--- config.mk ---
export PLATFORM = sky130hd
export DESIGN_NAME = led_matrix_scan
export DESIGN_NICKNAME = d
export VERILOG_FILES = /design/src/rtl/led_matrix_scan_pkg.sv /design/src/rtl/led_row_buffer.sv /design/src/rtl/led_matrix_scan.sv
export SDC_FILE = /design/constraint.sdc
export NUM_CORES = 1
export LEC_CHECK = 0
export ABC_AREA = 1
export CAP_MARGIN = 30
export CORE_ASPECT_RATIO = 1.1
export CORE_MARGIN = 5
export CORE_UTILIZATION = 54
export DETAILED_ROUTE_END_ITERATION = 8
export PLACE_DENSITY = 0.84
export SLEW_MARGIN = 20
export SYNTH_ARGS = -nofsm -noshare
export SYNTH_HDL_FRONTEND = slang
export SYNTH_HIERARCHICAL = 1
export SYNTH_SLANG_ARGS = --single-unit
--- constraint.sdc ---
create_clock -name clk -period 2.45 [get_ports clk]
set_clock_uncertainty 0.2 [all_clocks]
set_input_delay 0.49 -clock clk [delete_from_list [all_inputs] [get_ports clk]]
set_output_delay 0.49 -clock clk [all_outputs]
set_load 0.02 [all_outputs]
--- src/rtl/led_matrix_scan_pkg.sv ---
// Shared definitions for the LED matrix scanner and the frame-memory writer:
// scan FSM states and pixel-word field helpers.
package led_matrix_scan_pkg;

    // A pixel word holds two colour fields: red in the low half, green above it.
    localparam int unsigned PX_FIELDS = 2;

    typedef enum logic [1:0] {
        IDLE,
        LOAD,
        SHOW
    } scan_state_t;

    // Red brightness level of a pixel word.
    function automatic int unsigned px_red(input int unsigned word, input int unsigned lvl_bits);
        return word & ((32'd1 << lvl_bits) - 32'd1);
    endfunction

    // Green brightness level of a pixel word.
    function automatic int unsigned px_green(input int unsigned word, input int unsigned lvl_bits);
        return (word >> lvl_bits) & ((32'd1 << lvl_bits) - 32'd1);
    endfunction

endpackage

--- src/rtl/led_row_buffer.sv ---
// Shadow store for one matrix row plus per-column brightness comparators.
// The compare path forwards a same-cycle write so the row can be shown on the
// cycle its last pixel arrives.
module led_row_buffer
    import led_matrix_scan_pkg::*;
#(
    parameter int COLS     = 8,
    parameter int LVL_BITS = 2,
    localparam int SW      = (COLS > 1) ? $clog2(COLS) : 1,
    localparam int WW      = PX_FIELDS * LVL_BITS
) (
    input  logic                clk,
    input  logic                rst,
    input  logic                wr_en,
    input  logic [SW-1:0]       wr_slot,
    input  logic [WW-1:0]       wr_word,
    input  logic [LVL_BITS-1:0] sub_idx,
    output logic [COLS-1:0]     r_cmp,
    output logic [COLS-1:0]     g_cmp
);

    logic [WW-1:0] slot [COLS];
    logic [WW-1:0] word;

    // Shadow slots: cleared by reset, written one pixel at a time during row load.
    always_ff @(posedge clk or posedge rst) begin
        if (rst) begin
            for (int unsigned c = 0; c < COLS; c++) slot[c] <= '0;
        end else if (wr_en) begin
            slot[wr_slot] <= wr_word;
        end
    end

    // Column lit when its level exceeds the current subframe index.
    always_comb begin
        word  = '0;
        r_cmp = '0;
        g_cmp = '0;
        for (int unsigned c = 0; c < COLS; c++) begin
            word     = (wr_en && (wr_slot == SW'(c))) ? wr_word : slot[c];
            r_cmp[c] = px_red(32'(word), LVL_BITS) > 32'(sub_idx);
            g_cmp[c] = px_green(32'(word), LVL_BITS) > 32'(sub_idx);
        end
    end

endmodule

--- src/rtl/led_matrix_scan.sv ---
// Row-multiplexed bicolour LED matrix driver with binary-weighted-free PWM:
// each row is loaded from frame memory into a shadow buffer, then shown for
// DWELL cycles; NSUB subframes per frame give 2^LVL_BITS brightness levels.
module led_matrix_scan
    import led_matrix_scan_pkg::*;
#(
    parameter int ROWS     = 8,
    parameter int COLS     = 8,
    parameter int LVL_BITS = 2,
    parameter int DWELL    = 1562,
    localparam int AW      = $clog2(ROWS * COLS),
    localparam int NSUB    = (1 << LVL_BITS) - 1
) (
    input  logic                  clk,
    input  logic                  nrst,
    input  logic                  enable,
    input  logic [2*LVL_BITS-1:0] data,
    output logic [AW-1:0]         address,
    output logic                  rd_en,
    output logic [ROWS-1:0]       row,
    output logic [COLS-1:0]       r_col,
    output logic [COLS-1:0]       g_col,
    output logic                  frame_done
);

    localparam int RW = (ROWS > 1) ? $clog2(ROWS) : 1;
    localparam int CW = $clog2(COLS + 1);
    localparam int DW = (DWELL > 1) ? $clog2(DWELL) : 1;
    localparam int SW = (COLS > 1) ? $clog2(COLS) : 1;

    scan_state_t         state;
    logic [RW-1:0]       row_idx;
    logic [CW-1:0]       col_idx;
    logic [LVL_BITS-1:0] sub_idx;
    logic [DW-1:0]       dwell_cnt;

    logic                buf_wr;
    logic [SW-1:0]       buf_slot;
    logic [COLS-1:0]     r_cmp;
    logic [COLS-1:0]     g_cmp;
    logic                last_row;
    logic                last_sub;
    logic [RW-1:0]       nxt_row;

    // Data returned for LOAD cycle k lands in slot k-1; the final slot arrives
    // on the LOAD->SHOW edge and reaches the columns through the buffer bypass.
    assign buf_wr   = (state == LOAD) && enable && (col_idx != '0);
    assign buf_slot = SW'(col_idx - CW'(1));
    assign last_row = (row_idx == RW'(ROWS - 1));
    assign last_sub = (sub_idx == LVL_BITS'(NSUB - 1));
    assign nxt_row  = last_row ? '0 : row_idx + RW'(1);

    led_row_buffer #(
        .COLS     (COLS),
        .LVL_BITS (LVL_BITS)
    ) u_row_buffer (
        .clk      (clk),
        .rst      (nrst),
        .wr_en    (buf_wr),
        .wr_slot  (buf_slot),
        .wr_word  (data),
        .sub_idx  (sub_idx),
        .r_cmp    (r_cmp),
        .g_cmp    (g_cmp)
    );

    // Scan FSM with registered read strobe, address, row and column drives.
    always_ff @(posedge clk or posedge nrst) begin
        if (nrst) begin
            state      <= IDLE;
            row_idx    <= '0;
            col_idx    <= '0;
            sub_idx    <= '0;
            dwell_cnt  <= '0;
            address    <= '0;
            rd_en      <= 1'b0;
            row        <= '1;
            r_col      <= '0;
            g_col      <= '0;
            frame_done <= 1'b0;
        end else begin
            frame_done <= 1'b0;
            case (state)
                IDLE: begin
                    if (enable) begin
                        state   <= LOAD;
                        col_idx <= '0;
                        rd_en   <= 1'b1;
                        address <= AW'(32'(row_idx) * 32'(COLS));
                    end
                end
                LOAD: begin
                    if (!enable) begin
                        state     <= IDLE;
                        col_idx   <= '0;
                        dwell_cnt <= '0;
                        rd_en     <= 1'b0;
                        address   <= '0;
                    end else if (col_idx == CW'(COLS)) begin
                        state     <= SHOW;
                        dwell_cnt <= '0;
                        row       <= ~(ROWS'(1) << row_idx);
                        r_col     <= r_cmp;
                        g_col     <= g_cmp;
                    end else begin
                        col_idx <= col_idx + CW'(1);
                        if (col_idx < CW'(COLS - 1)) begin
                            rd_en   <= 1'b1;
                            address <= AW'(32'(row_idx) * 32'(COLS) + 32'(col_idx) + 32'd1);
                        end else begin
                            rd_en   <= 1'b0;
                            address <= '0;
                        end
                    end
                end
                SHOW: begin
                    if (dwell_cnt == DW'(DWELL - 1)) begin
                        // A completed row always advances, even if enable just
                        // dropped, so a frame-end pulse is never lost.
                        row_idx <= nxt_row;
                        if (last_row) begin
                            sub_idx    <= last_sub ? '0 : sub_idx + LVL_BITS'(1);
                            frame_done <= last_sub;
                        end
                        row       <= '1;
                        r_col     <= '0;
                        g_col     <= '0;
                        dwell_cnt <= '0;
                        col_idx   <= '0;
                        if (enable) begin
                            state   <= LOAD;
                            rd_en   <= 1'b1;
                            address <= AW'(32'(nxt_row) * 32'(COLS));
                        end else begin
                            state   <= IDLE;
                            rd_en   <= 1'b0;
                            address <= '0;
                        end
                    end else if (!enable) begin
                        state     <= IDLE;
                        dwell_cnt <= '0;
                        col_idx   <= '0;
                        row       <= '1;
                        r_col     <= '0;
                        g_col     <= '0;
                    end else begin
                        dwell_cnt <= dwell_cnt + DW'(1);
                    end
                end
                default: state <= IDLE;
            endcase
        end
    end

endmodule

# Yosys cells after proc, flatten, opt, wreduce, memory -nomap -nowiden
# Cells that the tools add are included.
dict set report classes {
  addsub 7
  shift 1
  reduce_logical 23
  n_eq_ne 20
  muxes 61
  bitwise_logic 2
  n_lt_le_gt_ge 19
}
# operator count
set op_table {}
lappend op_table {{$mux W8} 10}
lappend op_table {{$mux W4} 14}
lappend op_table {{$pmux W8 S2} 3}
lappend op_table {{$mux W11} 4}
lappend op_table {{$mux W6} 6}
lappend op_table {{$bwmux W32} 1}
lappend op_table {{$gt A2 B2 Y1} 16}
lappend op_table {{$pmux W11 S2} 1}
lappend op_table {{$pmux W6 S3} 1}
lappend op_table {{$eq A3 B3 Y1 const B} 5}
lappend op_table {{$demux W4 S3} 1}
lappend op_table {{$mux W2} 6}
lappend op_table {{$pmux W4 S3} 1}
lappend op_table {{$reduce_and A4 Y1} 3}
lappend op_table {{$add A11 B1 Y11 const B} 1}
lappend op_table {{$eq A11 B11 Y1 const B} 1}
lappend op_table {{$logic_and A1 B1 Y1} 11}
lappend op_table {{$mux W1} 10}
lappend op_table {{$not A8 Y8} 1}
lappend op_table {{$shl A1 B3 Y8 const A} 1}
lappend op_table {{$add A6 B1 Y6 const B} 1}
lappend op_table {{$add A6 B4 Y6} 1}
lappend op_table {{$eq A3 B2 Y1 const B} 2}
lappend op_table {{$ne A2 B2 Y1 const B} 3}
lappend op_table {{other kinds (25)} 29}
dict set report totals {
  register_bits 86
  output_inout_bits 32
  wordCells 152
  in_bits 7
}

# Depth between registers and ports, before layout
dict set report logic_depth {
  ltp_word 9
  depth_mapped 15
  depth_no_buf 15
}

# By module
# Netlist, hierarchy kept.
# module seq_area_each_um2 area_per_inst_um2 instances cells_per_inst
set by_module_without_submodules {}
lappend by_module_without_submodules {led_matrix_scan 1361.3 2909.0 1 372}
lappend by_module_without_submodules {led_row_buffer 800.8 2367.3 1 343}

# Worst setup path after synthesis
# No wires, ideal clock.
dict set report synth_path {
  path_type {reg-to-reg}
  from {reg col_idx[0]}
  to {reg r_col[7]}
  t_required_ns 2.176
  path_stages_with_launch 13
  setup_slack_ns -0.157
  t_arrival_ns 2.333
  synth_period_minus_slack_ns 2.607
  n_path_buf 0
  setup_ns 0.074
  cell_sequence {dfrtp_1 > inv_1 > ha_1 > xor2_1 > nand2_1 > inv_1 > nand2_1 > nand2_1 > nand2_1 > ha_1 > a22oi_1 > nand2_1 > o21ai_2}
}
dict set report synth_via {
  elab_chain_len 8
  word_cells_on_any_way 13
  cone_classes {1 x add/sub; 1 x order compare; 3 x eq/ne; 4 x mux; 4 x reduce/logical}
}
# element line
set synth_lines {}
lappend synth_lines {{start, declared} led_matrix_scan.sv:33} ;# logic [CW-1:0] col_idx;
lappend synth_lines {{start signal, assigned} led_matrix_scan.sv:106} ;# col_idx <= col_idx + CW'(1);
lappend synth_lines {{$sub A3 B1 Y3} led_matrix_scan.sv:48} ;# assign buf_slot = SW'(col_idx - CW'(1));
lappend synth_lines {{net buf_slot[0]} led_matrix_scan.sv:38} ;# logic [SW-1:0] buf_slot;
lappend synth_lines {{$eq A3 B3 Y1} led_row_buffer.sv:40} ;# word = (wr_en && (wr_slot == SW'(c))) ? wr_word : slot[c];
lappend synth_lines {{$logic_and A1 B1 Y1} led_row_buffer.sv:40}
lappend synth_lines {{$mux W4} led_row_buffer.sv:40}
lappend synth_lines {{$gt A2 B2 Y1} led_row_buffer.sv:41} ;# r_cmp[c] = px_red(32'(word), LVL_BITS) > 32'(sub_idx);
lappend synth_lines {{net r_cmp[7]} led_matrix_scan.sv:39} ;# logic [COLS-1:0] r_cmp;
lappend synth_lines {{$mux W8} led_matrix_scan.sv:99} ;# end else if (col_idx == CW'(COLS)) begin
lappend synth_lines {{$mux W8} led_matrix_scan.sv:93} ;# if (!enable) begin
lappend synth_lines {{$pmux W8 S2} led_matrix_scan.sv:83} ;# case (state)
lappend synth_lines {{end signal, assigned} led_matrix_scan.sv:103} ;# r_col <= r_cmp;
lappend synth_lines {{end, declared} led_matrix_scan.sv:21} ;# output logic [COLS-1:0] r_col,
# The timed path passes the listed nets, and every way through them passes these cells. The select of a mux whose other input is x is not followed.
# A chain may end at the register's enable or synchronous reset.

# Worst setup path in the final report
dict set report layout_path {
  from {reg col_idx[0]}
  to {reg g_col[2]}
}
dict set report layout_via {
  elab_chain_len 8
  word_cells_on_any_way 13
  cone_classes {1 x add/sub; 1 x order compare; 3 x eq/ne; 4 x mux; 4 x reduce/logical}
}
# element line
set layout_lines {}
lappend layout_lines {{$sub A3 B1 Y3} led_matrix_scan.sv:48}
lappend layout_lines {{net buf_slot[0]} led_matrix_scan.sv:38}
lappend layout_lines {{$eq A3 B2 Y1} led_row_buffer.sv:40}
lappend layout_lines {{$logic_and A1 B1 Y1} led_row_buffer.sv:40}
lappend layout_lines {{$mux W4} led_row_buffer.sv:40}
lappend layout_lines {{$gt A2 B2 Y1} led_row_buffer.sv:42} ;# g_cmp[c] = px_green(32'(word), LVL_BITS) > 32'(sub_idx);
lappend layout_lines {{net g_cmp[2]} led_matrix_scan.sv:40} ;# logic [COLS-1:0] g_cmp;
lappend layout_lines {{$mux W8} led_matrix_scan.sv:99}
lappend layout_lines {{$mux W8} led_matrix_scan.sv:93}
lappend layout_lines {{$pmux W8 S2} led_matrix_scan.sv:83}
lappend layout_lines {{end signal, assigned} led_matrix_scan.sv:104} ;# g_col <= g_cmp;
lappend layout_lines {{end, declared} led_matrix_scan.sv:22} ;# output logic [COLS-1:0] g_col,
# The timed path passes the listed nets, and every way through them passes these cells. The select of a mux whose other input is x is not followed.

==> run summary <==
Later-pin clock latency in the skew report - 390 ps
Comb pwr share - 0.550
Final hold violations - 0
Number of flops mapped to enable cells by yosys - 0
Total grt overflow - 0
Status - finished, violations left
Sink Count - 86
Critical Path Sink Type - register
GRT Util Overall - 0.2688
CTS Root Cell - clkbuf_8
Met2 wire length - 8.748 mm
I/O Buffers - 38
Top FF cell, synth - dfrtp_1
Routed WL per cell - 20.14 um
Sequential power share - 0.280
WP buf/inv - 4
Final setup fails - 16
Worst path depth - 14
Max-slew violation count - 0
Die Wd - 104.2 um
Initial Util - 0.5587
Row Count - 37
Worst setup margin - -343.3 ps
Hold_ws - 272.6 ps
Clock-pin slew on the worst setup and hold paths - 90 ps
Reg2Reg Depth - 14
Clock buffer depth - 2
Max-slew headroom - 0.3230
#FFs+latches synth - 86
Synth cell count leaders - nand2_1 (277), inv_1 (103), dfrtp_1 (78)
Area contributors post-synth - dfrtp_1 (37%), nand2_1 (20%), ha_1 (11%)
Fmax - 0.3580 GHz
Most frequent cell after synthesis - nand2_1
Psw - 3.159 mW
H-tree Lvls - 3
Family with the most delay on the worst path - buffers and inverters
Total power - 7.221 mW
Yosys top cell by area - dfrtp_1
CTS Buf Count - 9
Drt pass-1 iters - 6
CP max stage delay - 410 ps
Vias per cell - 6.210
CP cell instances - inv_2, ha_4, buf_6, xor2_4, buf_6, nor2_4, buf_6, nand3_2, nand2_2, ha_4, nand2_1, a22oi_1, nand2_1, o21ai_1
Sequential fraction of the synthesis area - 0.4098
CP max-delay cell - dfrtp_1
CP Max Fanout - 6
Initial antenna violation count - 0
Synth async-reset ratio - 1.000
R2R setup slack - -340 ps
Vias post-DR - 5974
Uppermost routed layer - met4
Total wire length - 19.38 mm
Antenna diodes - 0
Synthesized netlist cell count - 715
Vias in the first global route - 5529
DRT iter0 DRCs - 720
YS warnings - 6
Core footprint - 9444 um2
Die Y - 113.7 um
DPL Wire Length - 10.00 mm
Worst EP required - 2560 ps
RSZ-0062 raised after global routing - true
Hold buffers post-CTS - 0
Syn Area/Cell - 7.379 um2
CP startpoint - col_idx[0]
Post-layout util - 0.7778
Cell Int Power - 4.061 mW
Final Wtd Congestion - 0.8806
CTS tree - built
Final nets - 894
Power Dens Cells - 983.0 nW/um2
DRT antenna net count - 0
Worst slew pin tran - 1015 ps
Crit path kind - register to register
M1 wire length - 6.889 mm
# Max-Cap Violations - 0
Area Growth Syn to Fin - 39.22%
Top cell type's share of synthesized area - 0.3699
Worst reg2reg path endpoint - g_col[2]
Sw Share - 0.4376
CP Launch Type - register
Hold crit path type - primary input to asynchronous set/reset pin
Wire length on met3 - 2.235 mm
Arrival @ worst endpoint - 2900 ps
Worst Setup EP - g_col[2]
Clock Power Share - 0.170
Netlist cell types - 27
Layout cells sized above 1 - 0.2852
Failing checks - setup timing
First-pass GRT wire length - 25.98 mm
Pin count of the biggest net entering global routing - 49
I/O pin cnt - 39
Most common cell on crit path - buf_6
Worst VDD drop - 0.4180 mV
Synth Net Count - 769
Leakage Power - 3.732 nW
Die area - 11850 um2
Minimum clock period - 2793 ps
Reg-to-Reg Start - col_idx[0]
DRC - 0
Period utilization - 1.140
Syn Std Cell Area - 5276 um2
==> timing repair <==
action,in CTS,in global routing
resized for setup,72,81
pin swaps,22,54
setup endpoints to repair,16,16
endpoints found under the hold margin,0,0
buffers inserted,8,16
==> power groups by stage <==
stage	combinational, mW	clock, mW	sequential (mW)
3_3_place_gp	2.79	0	1.97
6_report	3.97	1.23	2.02
4_1_cts	3.24	1.20	1.98
3_5_place_dp	2.92	0	1.99
2_1_floorplan	1.57	0	2.19
5_1_grt	4.17	1.29	2.05
==> sequential cells by signal, summed over array words and instances, names as in the netlist, 3 cells and up <==
name               cells
u_row_buffer/slot     32
row                    8
g_col                  8
address                6
col_idx                4
r_col                  8
row_idx                3
dwell_cnt             11
==> worst register-to-register path, cell delays in order (launching register included) <==
cell     delay [ps]
dfrtp_1         410
inv_2           100
ha_4            180
buf_6           120
xor2_4          310
buf_6           170
nor2_4           60
buf_6           140
nand3_2          90
nand2_2          80
ha_4            280
nand2_1          80
a22oi_1         230
nand2_1         110
o21ai_1         150
==> layer usage <==
metal | global-route usage | vias up
li1 | - | 2503
met1 | 0.3218 | 2727
met2 | 0.4643 | 549
met3 | 0.04301 | 195
met4 | 0.1459 | 0
met5 | 0 | -
==> cells by family (layout without fill, tap and decap cells) <==
| kind of cell | after synthesis | in the layout | share of synthesized area |
|---|---|---|---|
| AOI/OAI and AO/OA | 66 | 66 | 0.07351 |
| xor gates and xnor gates | 3 | 3 | 0.004981 |
| adders and majority gates | 47 | 47 | 0.1115 |
| buffers and inverters | 123 | 253 | 0.09485 |
| DFF | 86 | 86 | 0.4098 |
| and+or+nand+nor | 390 | 390 | 0.3054 |
==> area by class of cell <==
class                           instances  area (um2)
Clock buffer                           12       135.1
Multi-Input combinational cell        506        3262
Tap cell                              117       146.4
Fill cell                             508        2098
Inverter                              107       412.9
Sequential cell                        86        2162
Clock inverter                          4       95.09
Timing Repair Buffer                  130        1132
==> metrics by stage <==
| step | setup slack [ps] | instances | cell area, um2 | TNS, ps |
|---|---|---|---|---|
| after floorplan | -1.212 | 715 | 5310 | -1.212 |
| after global placement | -642.4 | 924 | 6289 | -8514 |
| after detailed placement | -753.3 | 924 | 6289 | -10050 |
| after CTS | -15.77 | 947 | 6862 | -32.46 |
| after global routing | -368.6 | 962 | 7346 | -4488 |
| final | -343.3 | 962 | 7346 | -3352 |
==> layout by cell type, fill, tap and decap left out, types with 2 or more instances in the layout <==
master	synthesis	layout
nand3_1	51	42
a22oi_1	16	5
dfrtp_1	78	78
inv_1	103	92
o21ai_2	4	5
inv_4	0	3
bufinv_16	0	3
ha_4	0	16
nand2_4	0	23
o21ai_0	18	18
buf_6	3	10
nand3_4	1	4
nand3_2	0	6
nand4_1	8	8
inv_2	4	11
dfstp_2	8	8
a22oi_2	0	11
buf_4	3	80
nor2_1	32	28
nand2_1	277	222
nor2_4	2	7
nor2_2	4	3
nor3_1	10	10
clkbuf_1	6	3
buf_12	0	2
xor2_1	3	2
nand2_2	3	35
ha_1	47	31
clkdlybuf4s50_1	0	37
o21ai_1	18	17
clkbuf_8	0	9
a21oi_1	8	8
==> worst min path at each step <==
stage                                      from                    end  slack [ps]  cells past startpoint
after detailed placement  u_row_buffer/slot[15]  u_row_buffer/slot[15]         260                      2
final                                      nrst             col_idx[1]         270                      2
after CTS                 u_row_buffer/slot[22]  u_row_buffer/slot[22]         280                      2
after global placement    u_row_buffer/slot[20]  u_row_buffer/slot[20]         250                      2
after floorplan           u_row_buffer/slot[13]  u_row_buffer/slot[13]         240                      2
after global routing                     row[1]                 row[1]         300                      2
(Power assumes the default switching activity.)
==> RTL edit, RTL diff (config.mk and constraints unchanged) <==
The 3 states of `scan_state_t` get a one-hot encoding in 3 bits.
--- a/src/rtl/led_matrix_scan_pkg.sv
+++ b/src/rtl/led_matrix_scan_pkg.sv
@@ -5,10 +5,10 @@
     // A pixel word holds two colour fields: red in the low half, green above it.
     localparam int unsigned PX_FIELDS = 2;
 
-    typedef enum logic [1:0] {
-        IDLE,
-        LOAD,
-        SHOW
+    typedef enum logic [2:0] {
+        IDLE = 3'b001,
+        LOAD = 3'b010,
+        SHOW = 3'b100
     } scan_state_t;
 
     // Red brightness level of a pixel word.
Function: same outputs for any inputs over 10 cycles, from zero or initial values and one cycle with nrst high; not proved beyond that.
==> RTL edit against the original RTL <==
  * The run still ends with setup timing left
  * Sequential cell count is 1 higher
  * Setup slack worse by 0.23 ns
  * Final cell count up 4.3%
  * Area after synthesis is 3.8% higher
  * Fmax is 7.5% lower
  * Wire length rose by 17%
  * Core utilization increased by 0.13 points
  * Critical path depth unchanged
  * Design area increased by 4.9%
Power is not compared: it rests on default switching activity, and its combinational part moved more than twofold at a synthesized area within 25%.
==> RTL edit: results (changes against the original RTL) <==
Parameter                              Value

Logic synthesis
  Number of distinct library cells after synthesis    35 (+30%)
  Seq cells post-synth    87 (+1.2%)
  Synthesized-area fraction occupied by xor and xnor cells    0.320% (-0.18 points)
  Synthesized netlist cell count    741 (+3.6%)
  Sequential cell area fraction in the yosys report    40.0% (-1.0 points)
  Synth Net Count    791 (+2.9%)
  Cell types with the largest area share after synthesis    sky130_fd_sc_hd__dfrtp_1, sky130_fd_sc_hd__nand2_1, sky130_fd_sc_hd__ha_1, sky130_fd_sc_hd__inv_1, sky130_fd_sc_hd__nand3_1
  Top cells by count, synth    sky130_fd_sc_hd__nand2_1, sky130_fd_sc_hd__inv_1, sky130_fd_sc_hd__dfrtp_1, sky130_fd_sc_hd__nand3_1, sky130_fd_sc_hd__ha_1

Final layout
  Relative area of clock buffers and inverters in the final design    2.68% (-0.45 points)
  Multi-input gate count    538 (+6.3%)
  Number of signal-net buffers in the layout    145 (+12%)
  Post-layout nets    928 (+3.8%)
  Multi-input gate share of the layout cell area    45.7% (+1.3 points)
  Share of the core filled with cells in the final layout    77.9% (+0.13 points)
  Share of post-route cells with drive strength above 1    30.1% (+1.6 points)
  Nonclk inv count    97 (-9.3%)
  Final cell count without fillers    1003 (+4.3%)
  Number of filler cells placed in the layout    537 (+5.7%)
  Fraction of area in registers    28.4% (-1.0 points)

Detailed routing
  Met3 routed wirelength    2890 um (+29%)
  Met2 Routed Length    10200 um (+17%)
  Met1 Routed Length    7480 um (+8.6%)
  Wire length per cell    22.7 um (+13%)
  Drt first-iter violations    974 (+35%)

Place
  Dpl cells    955 (+3.4%)
  Weighted congestion reported at the end of routability-driven placement    0.902 (+2.4%)
  Pre-CTS setup slack    -0.788 ns (-0.0344 ns)
  Detail Placement HPWL    10400 um (+4.3%)

STA
  Accumulated negative setup slack    -5.17 ns (-1.82 ns)
  Final setup margin    -0.569 ns (-0.225 ns)
  Setup violations, final    16 (unchanged)

Global route
  Overall track demand over capacity in global routing    30.4% (+3.5 points)
  GR Util met3    6.85% (+2.6 points)
  M1 GR Usage    35.3% (+3.1 points)
  Met2 track demand over resource    51.8% (+5.4 points)
  Via count of the first global-routing pass    6099 (+10%)
  Maximum number of pins on one net before global-route repair    33 (-33%)

Setup path
  CP top delay family    simple AND/OR/NAND/NOR gates
  Peak per-stage delay on the critical path    0.37 ns (-0.04 ns)

Status
  Failing checks    setup timing
  Result of the run    complete, but fails checks

Clock network
  Setup repair bufs after CTS    21 (+13)
  Number of gates resized after CTS    95 (+32%)

Floorplan
  Core area    9890 sq um (+4.7%)
-- RTL edit: changes by cell type in the layout (fill, tap and decap cells not counted), moves of 10 or more --
cell	delta
sky130_fd_sc_hd__o21ai_1	-10
sky130_fd_sc_hd__nand3_1	+15
sky130_fd_sc_hd__nand3b_1	+16
sky130_fd_sc_hd__buf_4	+15
sky130_fd_sc_hd__inv_1	-13
sky130_fd_sc_hd__nand2_1	+30
-- RTL edit: how the worst max path moves through the flow --
| stage | startpoint | endpoint | slack, ns | cells past startpoint |
|---|---|---|---|---|
| final | col_idx[0] | g_col[2] | -0.57 | 14 |
| after global routing | col_idx[1] | g_col[2] | -0.61 | 14 |
| after CTS | state[2] | r_col[0] | -0.08 | 13 |
| after detailed placement | enable | r_col[3] | -0.79 | 13 |
| after global placement | enable | r_col[1] | -0.71 | 14 |
| after floorplan | enable | r_col[0] | -0.02 | 13 |
